`src/rtl/adder_pkg.sv`:
```
// Shared types and defaults for the word accumulator.
// Imported by the accumulator and its bench.
package adder_pkg;

  typedef enum logic {
    ACC  = 1'b0,
    DONE = 1'b1
  } acc_state_t;

  localparam int DEFAULT_WIDTH = 32;
  localparam int DEFAULT_COUNT = 4;

endpackage

```
`src/rtl/word_accumulator.sv`:
```
// Sums groups of COUNT words from the shift stage.
// Each result is held behind a valid/ready handshake.
module word_accumulator
  import adder_pkg::*;
#(
  parameter  int WIDTH = DEFAULT_WIDTH,
  parameter  int COUNT = DEFAULT_COUNT,
  localparam int SUM_W = WIDTH + $clog2(COUNT),
  localparam int CNT_W = $clog2(COUNT)
) (
  input  logic             clk,
  input  logic             reset,
  input  logic [WIDTH-1:0] Shift,
  input  logic             in_valid,
  output logic             in_ready,
  output logic [SUM_W-1:0] sum,
  output logic             sum_valid,
  input  logic             sum_ready,
  output logic             carry,
  output logic [CNT_W-1:0] word_cnt
);

  localparam logic [CNT_W-1:0] LAST = CNT_W'(COUNT - 1);

  acc_state_t       state_q, state_d;
  logic [SUM_W-1:0] acc_q, acc_d;
  logic [SUM_W-1:0] sum_q;
  logic             carry_q;
  logic [CNT_W-1:0] cnt_q;
  logic [SUM_W-1:0] ext;
  logic             xfer;
  logic             last;

  // Shift only enters the datapath through ext, which is used on xfer.
  assign ext  = {{(SUM_W-WIDTH){1'b0}}, Shift};
  assign xfer = in_valid & in_ready;
  assign last = (cnt_q == LAST);

  // Restart the group on word 0, otherwise keep summing.
  always_comb begin
    acc_d = acc_q + ext;
    if (cnt_q == '0) begin
      acc_d = ext;
    end
  end

  // State register.
  always_ff @(posedge clk or negedge reset) begin
    if (!reset) begin
      state_q <= ACC;
    end else begin
      state_q <= state_d;
    end
  end

  // Next state and handshake outputs, decoded from state only.
  always_comb begin
    state_d   = state_q;
    in_ready  = 1'b0;
    sum_valid = 1'b0;
    unique case (state_q)
      ACC: begin
        in_ready = 1'b1;
        if (in_valid && last) begin
          state_d = DONE;
        end
      end
      DONE: begin
        sum_valid = 1'b1;
        if (sum_ready) begin
          state_d = ACC;
        end
      end
      default: state_d = ACC;
    endcase
  end

  // Accumulator, word counter and held result.
  always_ff @(posedge clk or negedge reset) begin
    if (!reset) begin
      acc_q   <= '0;
      cnt_q   <= '0;
      sum_q   <= '0;
      carry_q <= 1'b0;
    end else if (xfer) begin
      acc_q <= acc_d;
      if (last) begin
        cnt_q   <= '0;
        sum_q   <= acc_d;
        carry_q <= |acc_d[SUM_W-1:WIDTH];
      end else begin
        cnt_q <= cnt_q + CNT_W'(1);
      end
    end
  end

  assign sum      = sum_q;
  assign carry    = carry_q;
  assign word_cnt = cnt_q;

endmodule
```
`config.mk`:
```
export PLATFORM = sky130hd
export DESIGN_NAME = word_accumulator
export DESIGN_NICKNAME = d
export VERILOG_FILES = /design/src/rtl/adder_pkg.sv /design/src/rtl/word_accumulator.sv
export SDC_FILE = /design/constraint.sdc
export NUM_CORES = 1
export LEC_CHECK = 0
export ABC_AREA = 1
export CAP_MARGIN = 20
export CELL_PAD_IN_SITES_DETAIL_PLACEMENT = 1
export CELL_PAD_IN_SITES_GLOBAL_PLACEMENT = 2
export CORE_MARGIN = 4
export CORE_UTILIZATION = 33
export CTS_BUF_LIST = sky130_fd_sc_hd__clkbuf_4
export CTS_CLUSTER_DIAMETER = 60
export DETAILED_ROUTE_END_ITERATION = 6
export PLACE_DENSITY_LB_ADDON = 0.1
export SETUP_SLACK_MARGIN = 0.02
export SLEW_MARGIN = 10
export SYNTH_ARGS = -nofsm -noshare
export SYNTH_HDL_FRONTEND = slang
export SYNTH_SLANG_ARGS = --single-unit
```
`constraint.sdc`:
```
create_clock -name clk -period 3.6 [get_ports clk]
set_input_delay 1.08 -clock clk [delete_from_list [all_inputs] [get_ports clk]]
set_output_delay 1.08 -clock clk [all_outputs]
set_load 0.05 [all_outputs]
```
==> impl_results.md, run 1 <==
* Worst EP arrival at 3410 ps
* CP endpoint kind: flip-flop
* Mapped Cells at 841
* Share of cells above drive strength 1 at 0.0789
* Final HPWL DP at 15.7 mm
* Req. time, crit path at 3950 ps
* Status: complete, no violations
* Minimum clock period at 3050 ps
* Nets at 991
* Avg WL per Cell at 17.4 µm
* TritonCTS clock tree: yes
* Synth warn at 0
* Top delay family on crit path: simple AND/OR/NAND/NOR gates
* First-pass GRT wire length at 31.7 mm
* Setup TNS at 0 ps
* Post-synth ARST share at 1.00
* Largest net degree at the start of global routing at 73
* Synth Register Bits at 72
* RSZ-0062 raised after global routing: no
* IO Count at 75
* Die X-Extent at 137 µm
* CP max stage delay at 470 ps
* CTS Sinks at 72
* Worst path slowest cell: fa_1
* Vias in the first global route at 6,056
* Postcts setup bufs at 0
* Fin. max-slew vios at 0
* Drt pass-1 iters at 6
* Mapped Nets at 912
* Post-synth EDFFs at 0
* Final worst-path cycle share at 0.848
* Leak Pwr at ~3.5 nW
* Post-Syn Area per Cell at 6.49 µm²
* Clock Pin Slew Worst Setup and Hold Paths at around 140 ps
* Worst Skew at roughly 21 ps
* Placer Congestion at 0.888
* Initial Utilization at 0.340
* Worst Max-Slew Pin Slew at about 760 ps
* CTS root buf: clkbuf_4
* Total global-route track usage at 0.220
* # rows at 46
* Die Area at approximately 0.019 mm²
* Via count at 5,624
* Worst Path Max Fanout at 5
* Tot Pwr at 0.00669 W
* Worst vdd ir at 0.404 mV
* Worst Hold Class: flip-flop to flip-flop
* Max Freq at ~330 MHz
* Sequential area share after synthesis at 0.330
* Most frequent cells in the layout: nand2_1, inv_1, nand3_1
* Unique cell type count in the Yosys netlist at 32
* Maxcap violations at 0
* Buffers and inverters on the worst path at 1
* PD cells at 1000 mW/mm²
* Top_reg_cell synth: dfrtp_1
* Max Root-Sink Buffers at 2
* Most frequent CP cell: nand2_1
* Die height at 137 µm
* Final setup vio count at 0
* GRT overflow at 0
* Htree depth at 3
* Synthesized area at ~0.0055 mm²
* Via density at 4.92
* Core ar. at 0.0161 mm²
* DRC viols at 0
* Final Hold Fails at 0
* Cts bufs inserted at 9
* WS Path Type: input port to flip-flop
* Routed WL at 19.9 mm
* Critical Path, Cell by Cell: clkdlybuf4s50_1, ha_1, fa_1, nand3_1, nand2_2, nand2_1, nand2_2, nand2_1, nand2_2, nand2_1, nand2_1, nand2_1, nand3_1, nand3_1, nand2_1
* Commonest non-fill, non-tap cell in the layout: nand2_1
* CTS Hold Buffers Added at 0
* Number of antenna-violating nets in the routed design at 0
* Startpoint Class: input port
* Initial DRC count at ~270
* Fill count at 2,097
* Clk_lat worst skew at 470 ps
* Area growth from synthesis to layout at 22.3%
* Port buffer count at 74
* Post-cts resize count at 0
* Max transition margin at 0.493
* Initial antenna violation count at 0
[report_power, final]
group,total [W],leakage (nW),internal (W),switching [W]
Clock,0.000634,0.0844,0.000283,0.000351
Sequential,0.00143,0.886,0.00119,0.000242
Combinational,0.00462,2.52,0.00151,0.00311
Total,0.00669,3.50,0.00298,0.00370
[layout make-up]
| type | instances | area, µm² | area share |
|---|---|---|---|
| timing repair buffer | 88 | 863 | 0.129 |
| clock inverter | 7 | 93.8 | 0.0141 |
| inverter | 108 | 405 | 0.0608 |
| tap | 216 | 270 | 0.0405 |
| clock buffer | 9 | 67.6 | 0.0101 |
| antenna | 1 | 2.50 | 0.000375 |
| multi-input combinational | 641 | 3160 | 0.474 |
| sequential | 72 | 1800 | 0.270 |
[metal layers]
metal  part of all wire  routed length, µm  global-route usage  vias up
met4              0.023                463              0.0605        0
met2               0.51              10200               0.406       81
li1                   -                  -                   -     2830
met3              0.032                641              0.0353       21
met5                  0                  0                   0        -
met1               0.43               8570               0.262     2692
[through the flow]
step           setup WS, ps   util  cells  hold slack, ps  cell area (µm²)
2_1_floorplan           934      -    841             453             5450
3_3_place_gp           84.7  0.403   1124             466             6480
3_5_place_dp           72.8  0.403   1124             472             6480
4_1_cts                 564  0.413   1140             506             6640
5_1_grt                 372  0.415   1141             519             6670
6_report                548  0.415   1142             504             6670
[cells by family (layout without fill, tap and decap cells)]
logic type      Yosys count  after routing  synth area share
compound gates           92             92            0.0964
xor+xnor                  5              5           0.00803
fa+ha+maj                35             35            0.0817
buf+inv                 128            212            0.0897
flops                    72             72             0.330
other cells               0              1                 0
simple gates            509            509             0.394
[sequential cells by signal, summed over array words and instances, names as in the netlist]
register,flops
acc_q,34
carry,1
state_q,1
sum,34
word_cnt,2
[worst paths after layout]
path | depth (start not counted) | startpoint | slack, ps | end
setup / recovery | 15 | Shift[0] | 550 | sum[24]
hold / removal | 2 | acc_q[28] | 500 | acc_q[28]
setup reg to reg | 14 | acc_q[0] | 1220 | sum[24]
hold reg to reg | 2 | acc_q[28] | 500 | acc_q[28]
max in group asynchronous | 2 | reset | 2460 | acc_q[21]
min in group asynchronous | 1 | reset | 550 | sum[5]
[cell usage after synthesis (4+ instances only)]
cell type / count / area share
xnor2_1: 4 / 0.0064
buf_2: 7 / 0.0064
clkbuf_1: 12 / 0.0083
nor2_2: 7 / 0.0080
or2_2: 18 / 0.021
nand3_1: 76 / 0.070
nor2_1: 56 / 0.039
nor3_1: 4 / 0.0037
dfrtp_1: 72 / 0.33
inv_1: 106 / 0.073
o21ai_0: 32 / 0.029
nand2_2: 9 / 0.010
nand2_1: 322 / 0.22
ha_1: 34 / 0.078
o21bai_1: 5 / 0.0069
a31oi_1: 11 / 0.013
o211ai_1: 6 / 0.0083
nand4_1: 10 / 0.011
a21oi_1: 30 / 0.028
o21ai_2: 4 / 0.0064
[worst reg2reg max path, delay by kind of cell (launching register included)]
| family | cells | cell delay, ps |
|---|---|---|
| flip-flops | 1 | 410 |
| AND/OR/NAND/NOR | 12 | 1140 |
| adder cells (fa/ha/maj) | 2 | 720 |
Power figures use the tool's default switching activity.
==> run 2, diff against run 1 <==
CORE_UTILIZATION = 31   (was 33)
clock period = 2.9 ns   (was 3.6 ns; I/O delays follow)
==> run 2 against run 1 <==
  * Non-clock buffer count is 78 higher
  * Design area increased by 8.9%
  * Cell count up 7.7%
  * Die area rose by 6.1%
  * Count of clock-buffer cells in the layout up 1
  * Power increased by 34%
  * Sequential power increased by 25%
  * Largest cell class unchanged
  * Largest power group unchanged
==> impl_results.md, run 2 (synthesis gave the netlist of run 1 again) <==
* Worst vdd ir at 0.542 mV (+34%)
* Placer Congestion at 0.900 (+1.4%)
* Postcts setup bufs at 0 (unchanged)
* PD cells at 1240 mW/mm² (+23%)
* Initial DRC count at 186 (-30%)
* Minimum clock period at 2750 ps
* Final Hold Fails at 0 (unchanged)
* Vias in the first global route at 6,621 (+9.3%)
* Max transition margin at 0.628 (+0.134)
* # rows at 48 (+4.3%)
* Avg WL per Cell at 17.5 µm (+0.16%)
* Clk_lat worst skew at 470 ps (about the same)
* Initial Utilization at 0.315 (-0.0243)
* Max Freq at 364 MHz
* Routed WL at 21.5 mm (+7.9%)
* Switching share of power at 0.535 (-0.0192)
* Worst Skew at 28.9 ps (+7.83 ps)
* Clock Pin Slew Worst Setup and Hold Paths at 160 ps (+20 ps)
* Placed insts at 1,212 (+7.8%)
* Worst Hold Class: input port to asynchronous set/reset pin
* Cts bufs inserted at 9 (unchanged)
* Worst Path Max Fanout at 4 (-1)
* Comb pwr share at 0.722 (+0.031)
* Final setup vio count at 0 (unchanged)
* Final HPWL DP at 17.5 mm (+12%)
* CTS Sinks at 72 (unchanged)
* Nets at 1,069 (+7.9%)
* Startpoint Class: input port
* Final worst-path cycle share at 0.947
* Via density at 4.83 (-2.0%)
* Die Area at 0.0198 mm² (+6.1%)
* RSZ-0062 raised after global routing: yes
* P_int at 0.00418 W (+40%)
* Port buffer count at 74 (unchanged)
* Via count at 5,938 (+5.6%)
* Status: complete, no violations
* Worst Max-Slew Pin Slew at 557 ps (-202 ps)
* Maxcap violations at 0 (unchanged)
* Placed standard-cell area at 0.00711 mm² (+9.7%)
* First-pass GRT wire length at 34.8 mm (+9.9%)
* Leak Pwr at 3.87 nW (+11%)
* Die X-Extent at 141 µm (+3.0%)
* Max Root-Sink Buffers at 2 (unchanged)
* Fill count at 2,262 (+7.9%)
* Core ar. at 0.0173 mm² (+7.7%)
* CP endpoint kind: flip-flop
* Worst EP arrival at 3100 ps (-310 ps)
* GRT overflow at 0 (unchanged)
* Area growth from synthesis to layout at 33.2%
* CTS root buf: clkbuf_4
* Final hold slack at 330 ps (-174 ps)
* Largest net degree at the start of global routing at 42 (-42%)
* Setup TNS at 0 ps (unchanged)
* TritonCTS clock tree: yes
* Initial antenna violation count at 1 (+1)
* Commonest non-fill, non-tap cell in the layout: nand2_1
* Most frequent cells in the layout: nand2_1, inv_1, buf_4
* IO Count at 75 (unchanged)
* WS Path Type: input port to flip-flop
* Htree depth at 3 (unchanged)
* Number of antenna-violating nets in the routed design at 0 (unchanged)
* Drt pass-1 iters at 4 (-2)
* Req. time, crit path at 3250 ps (-700 ps)
* Final instance area at 0.00726 mm² (+8.9%)
* Die height at 141 µm (+3.0%)
* Tot Pwr at 0.00899 W (+34%)
* Sequential Power Share at 0.199 (-0.015)
* CTS Hold Buffers Added at 0 (unchanged)
* Final std cells w/o fill at 1,230 (+7.7%)
* Fin. max-slew vios at 0 (unchanged)
* Total global-route track usage at 0.224 (+0.00387)
* Share of cells above drive strength 1 at 0.155 (+0.0756)
* Clock Power Share at 0.079 (-0.016)
* Psw at 0.00481 W (+30%)
* DRC viols at 0 (unchanged)
run 2: cell types whose count changed in the layout (fill, tap and decap cells not counted), sizes merged:
cell,before,now
buf,15,93
bufinv,2,1
clkbuf,9,10
clkinvlp,1,2
diode,1,2
inv,110,109
run 2: final cells by class:
class | count | area [µm²] | area share
diodes | 2 | 5.00 | 0.000689
inverters | 108 | 405 | 0.0558
clock inverters | 6 | 67.6 | 0.00930
well taps | 225 | 282 | 0.0388
flip-flops and latches | 72 | 1800 | 0.248
repair buffers | 166 | 1450 | 0.200
clock buffers | 10 | 75.1 | 0.0103
multi-input cells | 641 | 3170 | 0.437
run 2: stage by stage:
step	util	setup slack, ps
2_1_floorplan	-	444
3_3_place_gp	0.411	-351
3_5_place_dp	0.411	-366
4_1_cts	0.419	133
5_1_grt	0.420	19.0
6_report	0.420	155
run 2: repair_timing:
| item | in CTS | in global routing |
|---|---|---|
| gates resized for setup | 0 | 3 |
| hold endpoints to repair | 0 | 0 |
| setup endpoints to repair | 0 | 3 |
run 2: layer usage:
| layer | wire [µm] | vias to the layer above | track usage |
|---|---|---|---|
| met5 | 0 | - | 0 |
| met4 | 592 | 0 | 0.0831 |
| met3 | 571 | 24 | 0.0292 |
| met1 | 8710 | 2830 | 0.246 |
| li1 | - | 2994 | - |
| met2 | 11600 | 90 | 0.433 |
run 2: critical path, cell delays in order:
cell and delay (ps):
clkdlybuf4s50_1 450, ha_1 370, nand2_1 110, buf_4 150, nor2_2 160, nand2_1 100
nand2_2 110, nand2_1 80, nand2_2 140, nand2_1 110, nand3_1 90, nand3_1 110
nand3_1 170, nand2_1 70
run 2: power groups by stage:
stage	logic, W	clock network (W)	registers [W]
after floorplan	0.00313	0	0.00254
after global placement	0.00639	0	0.00180
after detailed placement	0.00654	0	0.00182
after CTS	0.00657	0.000750	0.00180
after global routing	0.00723	0.000784	0.00185
final	0.00649	0.000709	0.00179
run 2: final timing paths:
path / from / end / slack [ps] / depth (start not counted)
max in group asynchronous: reset / acc_q[21] / 1940 / 2
min reg2reg: sum[23] / sum[23] / 490 / 2
min: reset / acc_q[6] / 330 / 1
min in group clk: sum[23] / sum[23] / 490 / 2
max reg2reg: acc_q[6] / sum[31] / 610 / 13
max: Shift[6] / sum[31] / 150 / 14
